==> src/rtl/mmcm_drp_ctrl.sv <==
// mmcm_drp_ctrl: run-time reprogramming of MMCME2_ADV CLKFBOUT_MULT / CLKOUT0_DIVIDE over DRP.
// Latency: accept at T, mmcm_rst at T+2, first DRP access at T+3, done after 4 RMW accesses + lock settle.
// Backpressure: cfg_ready is high only in IDLE; requests arriving while busy are dropped, not queued.
//
// Ports:
//   clkin1          block clock, also the MMCM DCLK
//   rst             asynchronous active-high reset
//   cfg_valid/ready request handshake; cfg_mult (2..64) and cfg_div (1..128) latched on accept
//   busy/done/err   status; done and err are one-cycle pulses, err_code holds until the next err
//   drp_*           DRP master port (daddr, den, dwe, di out; do, drdy in)
//   mmcm_rst        MMCM RST, high for the whole DRP phase
//   mmcm_locked     MMCM LOCKED (asynchronous, synchronised here)
module mmcm_drp_ctrl #(
    parameter int TIMEOUT     = 4096,
    parameter int LOCK_STABLE = 16
) (
    input  logic        clkin1,
    input  logic        rst,
    input  logic        cfg_valid,
    output logic        cfg_ready,
    input  logic [6:0]  cfg_mult,
    input  logic [7:0]  cfg_div,
    output logic        busy,
    output logic        done,
    output logic        err,
    output logic [1:0]  err_code,
    output logic [6:0]  drp_daddr,
    output logic        drp_den,
    output logic        drp_dwe,
    output logic [15:0] drp_di,
    input  logic [15:0] drp_do,
    input  logic        drp_drdy,
    output logic        mmcm_rst,
    input  logic        mmcm_locked
);

    typedef enum logic [3:0] {
        S_IDLE,
        S_CHECK,
        S_ASSERT,
        S_RD,
        S_RD_WAIT,
        S_WR,
        S_WR_WAIT,
        S_RELEASE,
        S_LOCK_WAIT,
        S_DONE
    } state_t;

    localparam int                TMR_W    = (TIMEOUT > 2) ? $clog2(TIMEOUT) : 1;
    localparam logic [TMR_W-1:0]  TMR_LAST = TMR_W'(TIMEOUT - 1);
    localparam int                LK_W     = $clog2(LOCK_STABLE + 1);
    localparam logic [LK_W-1:0]   LK_LAST  = LK_W'(LOCK_STABLE - 1);

    localparam logic [1:0] ERR_RANGE = 2'd1;
    localparam logic [1:0] ERR_DRDY  = 2'd2;
    localparam logic [1:0] ERR_LOCK  = 2'd3;

    state_t            state_q, state_d;
    logic [TMR_W-1:0]  tmr_q, tmr_d;
    logic [LK_W-1:0]   lk_cnt_q, lk_cnt_d;
    logic [1:0]        idx_q, idx_d;
    logic [6:0]        mult_q, mult_d;
    logic [7:0]        div_q, div_d;
    logic              range_bad_q, range_bad_d;
    logic              locked_s1_q, locked_s2_q;

    logic              busy_q, busy_d;
    logic              done_q, done_d;
    logic              err_q, err_d;
    logic [1:0]        err_code_q, err_code_d;
    logic [6:0]        daddr_q, daddr_d;
    logic              den_q, den_d;
    logic              dwe_q, dwe_d;
    logic [15:0]       di_q, di_d;
    logic              mmcm_rst_q, mmcm_rst_d;

    logic              accept;
    logic              cfg_in_range;
    logic              tmr_expired;

    // Encoder for the register currently addressed by idx_q
    logic [7:0]        enc_n;
    logic [5:0]        enc_hi;
    logic [5:0]        enc_lo;
    logic              enc_edge;
    logic              enc_nocnt;
    logic [15:0]       wr_merged;

    function automatic logic [6:0] reg_addr(input logic [1:0] idx);
        logic [6:0] a;
        case (idx)
            2'd0:    a = 7'h08;  // CLKOUT0 Reg1
            2'd1:    a = 7'h09;  // CLKOUT0 Reg2
            2'd2:    a = 7'h14;  // CLKFBOUT Reg1
            default: a = 7'h15;  // CLKFBOUT Reg2
        endcase
        return a;
    endfunction

    assign accept       = cfg_valid && (state_q == S_IDLE);
    assign cfg_in_range = (cfg_mult >= 7'd2) && (cfg_mult <= 7'd64) &&
                          (cfg_div != 8'd0)  && (cfg_div <= 8'd128);
    assign tmr_expired  = (tmr_q == TMR_LAST);

    // idx 0/1 program CLKOUT0 from the divide, idx 2/3 program CLKFBOUT from the multiply.
    // High/low times live in 6-bit fields; a count of 64 wraps to 0, which the MMCM reads as 64.
    always_comb begin
        enc_n     = idx_q[1] ? {1'b0, mult_q} : div_q;
        enc_nocnt = (enc_n == 8'd1);
        enc_edge  = enc_n[0];
        enc_hi    = enc_n[6:1];
        enc_lo    = enc_n[5:0] - enc_n[6:1];
        if (enc_nocnt) begin
            enc_hi = 6'd1;
            enc_lo = 6'd1;
        end
        if (idx_q[0]) begin
            wr_merged = (drp_do & 16'hFC00) | {8'h00, enc_edge, enc_nocnt, 6'h00};
        end else begin
            wr_merged = (drp_do & 16'h1000) | {4'h0, enc_hi, enc_lo};
        end
    end

    always_comb begin
        state_d     = state_q;
        idx_d       = idx_q;
        mult_d      = mult_q;
        div_d       = div_q;
        range_bad_d = range_bad_q;
        lk_cnt_d    = '0;
        done_d      = 1'b0;
        err_d       = 1'b0;
        err_code_d  = err_code_q;
        daddr_d     = daddr_q;
        den_d       = 1'b0;
        dwe_d       = 1'b0;
        di_d        = di_q;
        mmcm_rst_d  = mmcm_rst_q;

        case (state_q)
            S_IDLE: begin
                if (accept) begin
                    mult_d      = cfg_mult;
                    div_d       = cfg_div;
                    range_bad_d = !cfg_in_range;
                    state_d     = S_CHECK;
                    // Range error is flagged straight from the inputs so the pulse lands in CHECK.
                    if (!cfg_in_range) begin
                        err_d      = 1'b1;
                        err_code_d = ERR_RANGE;
                    end
                end
            end
            S_CHECK: begin
                if (range_bad_q) begin
                    state_d = S_IDLE;
                end else begin
                    state_d    = S_ASSERT;
                    mmcm_rst_d = 1'b1;
                    idx_d      = 2'd0;
                end
            end
            S_ASSERT: begin
                state_d = S_RD;
                den_d   = 1'b1;
                daddr_d = reg_addr(idx_q);
            end
            S_RD: begin
                state_d = S_RD_WAIT;
            end
            S_RD_WAIT: begin
                if (drp_drdy) begin
                    state_d = S_WR;
                    den_d   = 1'b1;
                    dwe_d   = 1'b1;
                    di_d    = wr_merged;
                end else if (tmr_expired) begin
                    state_d    = S_IDLE;
                    err_d      = 1'b1;
                    err_code_d = ERR_DRDY;
                    mmcm_rst_d = 1'b0;
                end
            end
            S_WR: begin
                state_d = S_WR_WAIT;
            end
            S_WR_WAIT: begin
                if (drp_drdy) begin
                    if (idx_q == 2'd3) begin
                        state_d    = S_RELEASE;
                        mmcm_rst_d = 1'b0;
                    end else begin
                        state_d = S_RD;
                        idx_d   = idx_q + 2'd1;
                        den_d   = 1'b1;
                        daddr_d = reg_addr(idx_q + 2'd1);
                    end
                end else if (tmr_expired) begin
                    state_d    = S_IDLE;
                    err_d      = 1'b1;
                    err_code_d = ERR_DRDY;
                    mmcm_rst_d = 1'b0;
                end
            end
            S_RELEASE: begin
                state_d = S_LOCK_WAIT;
            end
            S_LOCK_WAIT: begin
                // Any low sample drops the run length back to zero.
                if (locked_s2_q) begin
                    lk_cnt_d = lk_cnt_q + 1'b1;
                end
                if (locked_s2_q && (lk_cnt_q == LK_LAST)) begin
                    state_d = S_DONE;
                    done_d  = 1'b1;
                end else if (tmr_expired) begin
                    state_d    = S_IDLE;
                    err_d      = 1'b1;
                    err_code_d = ERR_LOCK;
                end
            end
            S_DONE: begin
                state_d = S_IDLE;
            end
            default: begin
                state_d    = S_IDLE;
                mmcm_rst_d = 1'b0;
            end
        endcase

        busy_d = (state_d != S_IDLE);

        // Timeout counter restarts on every state entry and only runs in the wait states.
        tmr_d = '0;
        if ((state_d == state_q) &&
            ((state_q == S_RD_WAIT) || (state_q == S_WR_WAIT) || (state_q == S_LOCK_WAIT))) begin
            tmr_d = tmr_q + 1'b1;
        end
    end

    always_ff @(posedge clkin1 or posedge rst) begin
        if (rst) begin
            state_q     <= S_IDLE;
            tmr_q       <= '0;
            lk_cnt_q    <= '0;
            idx_q       <= 2'd0;
            mult_q      <= 7'd0;
            div_q       <= 8'd0;
            range_bad_q <= 1'b0;
            locked_s1_q <= 1'b0;
            locked_s2_q <= 1'b0;
            busy_q      <= 1'b0;
            done_q      <= 1'b0;
            err_q       <= 1'b0;
            err_code_q  <= 2'd0;
            daddr_q     <= 7'd0;
            den_q       <= 1'b0;
            dwe_q       <= 1'b0;
            di_q        <= 16'd0;
            mmcm_rst_q  <= 1'b0;
        end else begin
            state_q     <= state_d;
            tmr_q       <= tmr_d;
            lk_cnt_q    <= lk_cnt_d;
            idx_q       <= idx_d;
            mult_q      <= mult_d;
            div_q       <= div_d;
            range_bad_q <= range_bad_d;
            locked_s1_q <= mmcm_locked;
            locked_s2_q <= locked_s1_q;
            busy_q      <= busy_d;
            done_q      <= done_d;
            err_q       <= err_d;
            err_code_q  <= err_code_d;
            daddr_q     <= daddr_d;
            den_q       <= den_d;
            dwe_q       <= dwe_d;
            di_q        <= di_d;
            mmcm_rst_q  <= mmcm_rst_d;
        end
    end

    assign cfg_ready = (state_q == S_IDLE);
    assign busy      = busy_q;
    assign done      = done_q;
    assign err       = err_q;
    assign err_code  = err_code_q;
    assign drp_daddr = daddr_q;
    assign drp_den   = den_q;
    assign drp_dwe   = dwe_q;
    assign drp_di    = di_q;
    assign mmcm_rst  = mmcm_rst_q;

endmodule

==> config.mk <==
export PLATFORM = sky130hd
export DESIGN_NAME = mmcm_drp_ctrl
export DESIGN_NICKNAME = d
export VERILOG_FILES = /design/src/rtl/mmcm_drp_ctrl.sv
export SDC_FILE = /design/constraint.sdc
export NUM_CORES = 1
export LEC_CHECK = 0
export BUFFER_PORTS_ARGS = -buffer_cell sky130_fd_sc_hd__buf_2
export CAP_MARGIN = 20
export CORE_ASPECT_RATIO = 1.75
export CORE_MARGIN = 3
export CORE_UTILIZATION = 45
export DETAILED_ROUTE_END_ITERATION = 10
export PLACE_DENSITY = 0.67
export SLEW_MARGIN = 10
export SYNTH_ARGS = -nofsm -noshare
export SYNTH_HDL_FRONTEND = slang
export SYNTH_SLANG_ARGS = --single-unit
==> constraint.sdc <==
create_clock -name clkin1 -period 4.1 [get_ports clkin1]
set_clock_uncertainty 0.1 [all_clocks]
set_input_delay 0.205 -clock clkin1 [delete_from_list [all_inputs] [get_ports clkin1]]
set_output_delay 0.205 -clock clkin1 [all_outputs]
set_load 0.02 [all_outputs]
==> flow_summary.yaml, run 1 <==
synth:
  yosysSeqAreaShare_pct: 49.4
  synth_flop_cell: "dfrtp_1"
  netlist_area_mm2: 0.00345
  avgSynthCellArea_um2: 10.6
  synthArstFlopShare_pct: 100
  synth_edf_count: 0
  yosysMostFrequentCell: "dfrtp_1"
  ys_types: 56
  yosys-top-cells-area: "dfrtp_1 (49%), ha_1 (5.8%), mux2_2 (5.6%)"
  synthTopCellsByCount: "dfrtp_1 (68), nand2_1 (36), nor2_1 (27)"
  yosysTopAreaCell: "dfrtp_1"
  ys_ff_latch: 68
  syn_inst: 326
  yosysWarnings: 0
  yosysTopAreaCellShare_pct: 49.4
placed_design:
  gp_congestion: 0.824
  pre_cts_ws_ns: 1.41
  portBuffers: 54
  dp.cells: 454
  dp_hpwl_mm: 5.23
setup_path:
  rr_startpoint: "idx_q[1]$_DFFE_PP0P_"
  cp_num_cells: 8
  critPathMaxStageDelay_ns: 0.69
  rr_worst_depth: 8
  worst-setup-path-type: "register to register"
  end_kind: "register"
  path_cells: "mux2i_1, inv_1, ha_1, or2_2, o221ai_1, a21oi_1, xnor2_1, o21ai_0"
  cp.required_ns: 4.20
  crit_start: "idx_q[1]$_DFFE_PP0P_"
  cp_num_buf_inv: 1
  critPathArrivalTime_ns: 2.77
  crit_fanout: 12
  cp-endpoint: "drp_di[5]$_DFFE_PP0P_"
  slowest_stage: "dfrtp_1"
  startpoint_type: "register"
  r2r_end: "drp_di[5]$_DFFE_PP0P_"
  rrSetupSlack_ns: 1.43
  cp_top_family: "flip-flops"
route:
  wl_per_cell_um: 14.7
  vias: 2488
  viasPerCell: 5.26
  routed_wl_mm: 6.95
  ant_nets: 0
  drc: 0
  dr.pass1.iters: 4
  drtIter0Drc: 83
clock_tree:
  htree_levels: 3
  cts_num_sinks: 68
  root_buffer: "clkbuf_16"
  cts_hold_buf: 3
  path_clk_slew_ns: 0.05
  cts_setup_buffers: 0
  cts_tree: "yes"
  cts_made_buffers: 9
  insertion_delay_ns: 0.33
  max-clock-path-buffers: 2
  ctsResizeCount: 0
global_routing:
  grt_pass1_wl_mm: 11.6
  grt_pass1_vias: 2543
  grt_start_max_net_pins: 42
  grt_antenna_before_repair: 0
  grt_overflow_total: 0
  grtUsageTotal_pct: 17.5
pwr:
  power_density_mw_per_mm2: 791
  p_leak_nw: 1.99
  ir_worst_vdd_uv: 413
cells_and_area:
  syn_to_final_growth_pct: 20.1
  antenna_cells: 0
  drive_above_1_share_pct: 25.3
  final_core_utilization_pct: 56.4
  instances_no_fill: 473
  fillers: 672
  nNetsFinal: 435
floorplanning:
  ioPinCount: 68
  core_mm2: 0.00734
  die-area_mm2: 0.00878
  die_width_um: 72.2
  start_util_pct: 47.0
  fp.dieH_um: 122
  rows: 41
timing:
  fin_setup_tns_ns: 0
  post-route-period-util_pct: 65.2
  slew-limit-headroom_pct: 35.2
  slew_violations: 0
  fmax_mhz: 374
  hold_viol: 0
  post-route-min-period_ns: 2.67
  worst_slack_ns: 1.43
  setup_viol: 0
  tightestPinTransition_ns: 0.967
  rsz0062_at_grt: "no"
status:
  status: "finished clean"
hold_path:
  hold_class: "primary input to register"
  hold_depth: 2
run:
  drv_cap: 0
[how the worst min path moves through the flow]
| stage | from | endpoint | slack, ns |
|---|---|---|---|
| final | cfg_div[4] | div_q[4]$_DFFE_PP0P_ | 0.02 |
| after global routing | cfg_mult[1] | mult_q[1]$_DFFE_PP0P_ | 0.01 |
| after floorplan | mmcm_locked | locked_s1_q$_DFF_PP0_ | 0.14 |
| after global placement | mmcm_locked | locked_s1_q$_DFF_PP0_ | 0.21 |
| after CTS | drp_do[15] | drp_di[15]$_DFFE_PP0P_ | 0.01 |
| after detailed placement | mmcm_locked | locked_s1_q$_DFF_PP0_ | 0.22 |
[where the power goes]
group	leakage (nW)	switching, mW	total, mW	internal (mW)
clock	0.173	0.265	0.891	0.626
combinational	0.944	0.728	1.29	0.567
sequential	0.874	0.197	1.09	0.891
[stage by stage]
| step | hold WS, ns | area (um^2) | total power, mW |
|---|---|---|---|
| floorplan | 0.136 | 3450 | 2.07 |
| global placement | 0.213 | 3760 | 2.37 |
| detailed placement | 0.215 | 3760 | 2.41 |
| CTS | 0.00994 | 4140 | 3.32 |
| global route | 0.0147 | 4140 | 3.53 |
| finish | 0.0228 | 4140 | 3.27 |
[routing by layer]
metal / vias to the layer above / routed length, um / part of all wire [%] / GRT usage, %
met1: 1204 / 2660 / 38 / 18.3
met3: 9 / 297 / 4.3 / 5.37
met4: 0 / 143 / 2.1 / 7.41
li1: 1235 / - / - / -
met2: 40 / 3850 / 55 / 31.6
met5: - / 0 / 0 / 0
[cell families (layout without fill, tap and decap cells)]
group                      Yosys count  count (layout)  share of synthesized area, %
muxes                               24              24                          7.63
adders and majority gates           17              17                          6.39
buffers and inverters               34              93                          4.54
xor gates and xnor gates            18              18                          4.58
AOI/OAI and AO/OA                   47              47                          9.01
DFF                                 68              68                          49.4
other                                1               3                         0.109
and+or+nand+nor                    117             117                          18.4
[registers in the layout, indices dropped and copies added (netlist names), 2 cells and up]
signal     count
div_q          8
drp_daddr      3
drp_di        16
err_code       2
idx_q          2
lk_cnt_q       5
mult_q         7
state_q        4
tmr_q         12
[cell usage in the layout, fill, tap and decap left out, types with 7 or more instances in the layout]
| cell | count |
|---|---|
| mux2_2 | 17 |
| nor3_1 | 7 |
| clkbuf_16 | 9 |
| buf_2 | 54 |
| nor2b_1 | 7 |
| xor2_1 | 11 |
| xnor2_1 | 7 |
| nand2_1 | 36 |
| o21ai_0 | 15 |
| ha_1 | 16 |
| nor2_1 | 27 |
| dfrtp_1 | 68 |
| a21oi_1 | 8 |
| inv_1 | 16 |
| nand3_1 | 8 |
[cell type report]
class	count	area [um^2]	area share [%]
inverter	18	67.6	1.63
sequential	68	1700	41.1
multi-input combinational	226	1600	38.5
clock inverter	4	95.1	2.30
tap	86	108	2.60
clock buffer	12	256	6.20
timing repair buffer	59	315	7.62
(Power assumes the default switching activity.)
==> run 2: changes to the inputs <==
clock period = 2.5 ns   (was 4.1 ns; I/O delays follow)
==> run 2 against run 1 <==
Against the previous run: clock power is 34% higher; total power is 63% higher; first-iteration DRC count is 3.6% higher; flip-flop and latch count stayed put; count of clock-buffer cells in the layout stayed put; critical path type is now primary input to register.
==> flow_summary.yaml, run 2 (synthesis gave the netlist of run 1 again) <==
cells_and_area:
  nNetsFinal: 470
  layout_common_cells: "dfrtp_1 (68), buf_2 (54), nand2_1 (36)"
  largest_register_ffs: 16
  final_common_cell: "dfrtp_1"
  final_core_utilization_pct: 60.0
  final_cell_area_mm2: 0.00440
  antenna_cells: 0
  instances_no_fill: 508
  syn_to_final_growth_pct: 27.7
  drive_above_1_share_pct: 27.3
clock_tree:
  cts_tree: "yes"
  insertion_delay_ns: 0.33
  root_buffer: "clkbuf_16"
  max-clock-path-buffers: 2
  ctsResizeCount: 0
  htree_levels: 3
  cts_made_buffers: 9
  path_clk_slew_ns: 0.05
  cts_num_sinks: 68
route:
  ant_nets: 0
  vias: 2703
  routed_wl_mm: 7.57
  wl_per_cell_um: 14.9
  drc: 0
  drtIter0Drc: 86
  dr.pass1.iters: 4
  viasPerCell: 5.32
floorplanning:
  fp.dieH_um: 122
  die_width_um: 72.2
  core_mm2: 0.00734
  rows: 41
  start_util_pct: 47.0
  die-area_mm2: 0.00878
  ioPinCount: 68
hold_path:
  hold_class: "primary input to register"
setup_path:
  end_kind: "register"
  cp.required_ns: 2.61
  critPathArrivalTime_ns: 2.44
  worst-setup-path-type: "primary input to register"
  crit_fanout: 2
  startpoint_type: "primary input"
pwr:
  power_density_mw_per_mm2: 1220
  ir_worst_vdd_uv: 502
  p_leak_nw: 2.12
placed_design:
  portBuffers: 54
  dp_hpwl_mm: 5.51
  gp_congestion: 0.873
  dp.cells: 470
  place_area_mm2: 0.00389
timing:
  setup_viol: 0
  tightestPinTransition_ns: 0.651
  slew-limit-headroom_pct: 56.5
  post-route-period-util_pct: 93.4
  fmax_mhz: 428
  rsz0062_at_grt: "no"
  post-route-min-period_ns: 2.33
  fin_setup_tns_ns: 0
  slew_violations: 0
  hold_viol: 0
run:
  drv_cap: 0
global_routing:
  grt_start_max_net_pins: 39
  grt_antenna_before_repair: 0
  grt_pass1_vias: 2807
  grt_overflow_total: 0
  grt_pass1_wl_mm: 12.7
  grtUsageTotal_pct: 18.7
status:
  status: "finished clean"
[run 2: cell count changes in the layout (fill, tap and decap cells not counted)]
cell | before | now
buf_4 | 2 | 17
bufinv_16 | 3 | 0
dlygate4sd3_1 | 3 | 22
clkbuf_8 | 2 | 3
clkinvlp_4 | 0 | 1
buf_12 | 0 | 1
clkinv_2 | 1 | 3
clkbuf_1 | 1 | 0
[run 2: repair_timing]
item	4_1_cts	5_1_grt
hold endpoints to repair	51	0
buffers inserted	0	0
hold buffers	22	0
[run 2: final cells by class]
class,count,area (um^2)
flip-flops and latches,68,1700
repair buffers,94,638
clock inverters,4,22.5
clock buffers,12,267
well taps,86,108
fillers,622,2940
multi-input cells,226,1600
inverters,18,67.6
[run 2: stage by stage]
stage | hold WS, ns | power (mW) | setup slack, ns
floorplan | 0.0564 | 3.40 | 0.161
CTS | 0.00429 | 5.40 | 0.142
global route | 0.0348 | 5.73 | 0.0407
finish | 0.00863 | 5.35 | 0.166
detailed placement | 0.138 | 4.14 | 0.222
global placement | 0.134 | 4.09 | 0.233
[run 2: final timing paths]
kind	startpoint	end	slack [ns]	cells past startpoint
setup / recovery	cfg_div[2]	err_code[0]$_DFFE_PP0P_	0.17	7
setup reg to reg	idx_q[1]$_DFFE_PP0P_	drp_di[4]$_DFFE_PP0P_	0.17	9
min in group asynchronous	rst	drp_di[15]$_DFFE_PP0P_	0.34	3
hold reg to reg	locked_s1_q$_DFF_PP0_	locked_s2_q$_DFF_PP0_	0.24	0
max in group asynchronous	rst	div_q[1]$_DFFE_PP0P_	1.33	4
hold / removal	drp_do[11]	drp_di[11]$_DFFE_PP0P_	0.009	3
[run 2: per-layer routing]
| metal | global-route usage, % | wire length [um] |
|---|---|---|
| met1 | 19.0 | 2830 |
| met2 | 33.3 | 4100 |
| met3 | 3.88 | 279 |
| met4 | 12.4 | 357 |
| met5 | 0 | 0 |
[run 2: power by group]
part	total, mW	internal [mW]	leakage [nW]	switching (mW)
clock network	1.19	0.746	0.144	0.443
logic	2.46	1.11	1.11	1.35
registers	1.70	1.46	0.874	0.236
[run 2: worst max-delay path, cell delays in order]
cell and delay [ns]:
dlygate4sd3_1 0.53, buf_2 0.14, or4_1 0.54, nor4_2 0.24, xor2_1 0.14, a311o_1 0.41
mux2_1 0.31
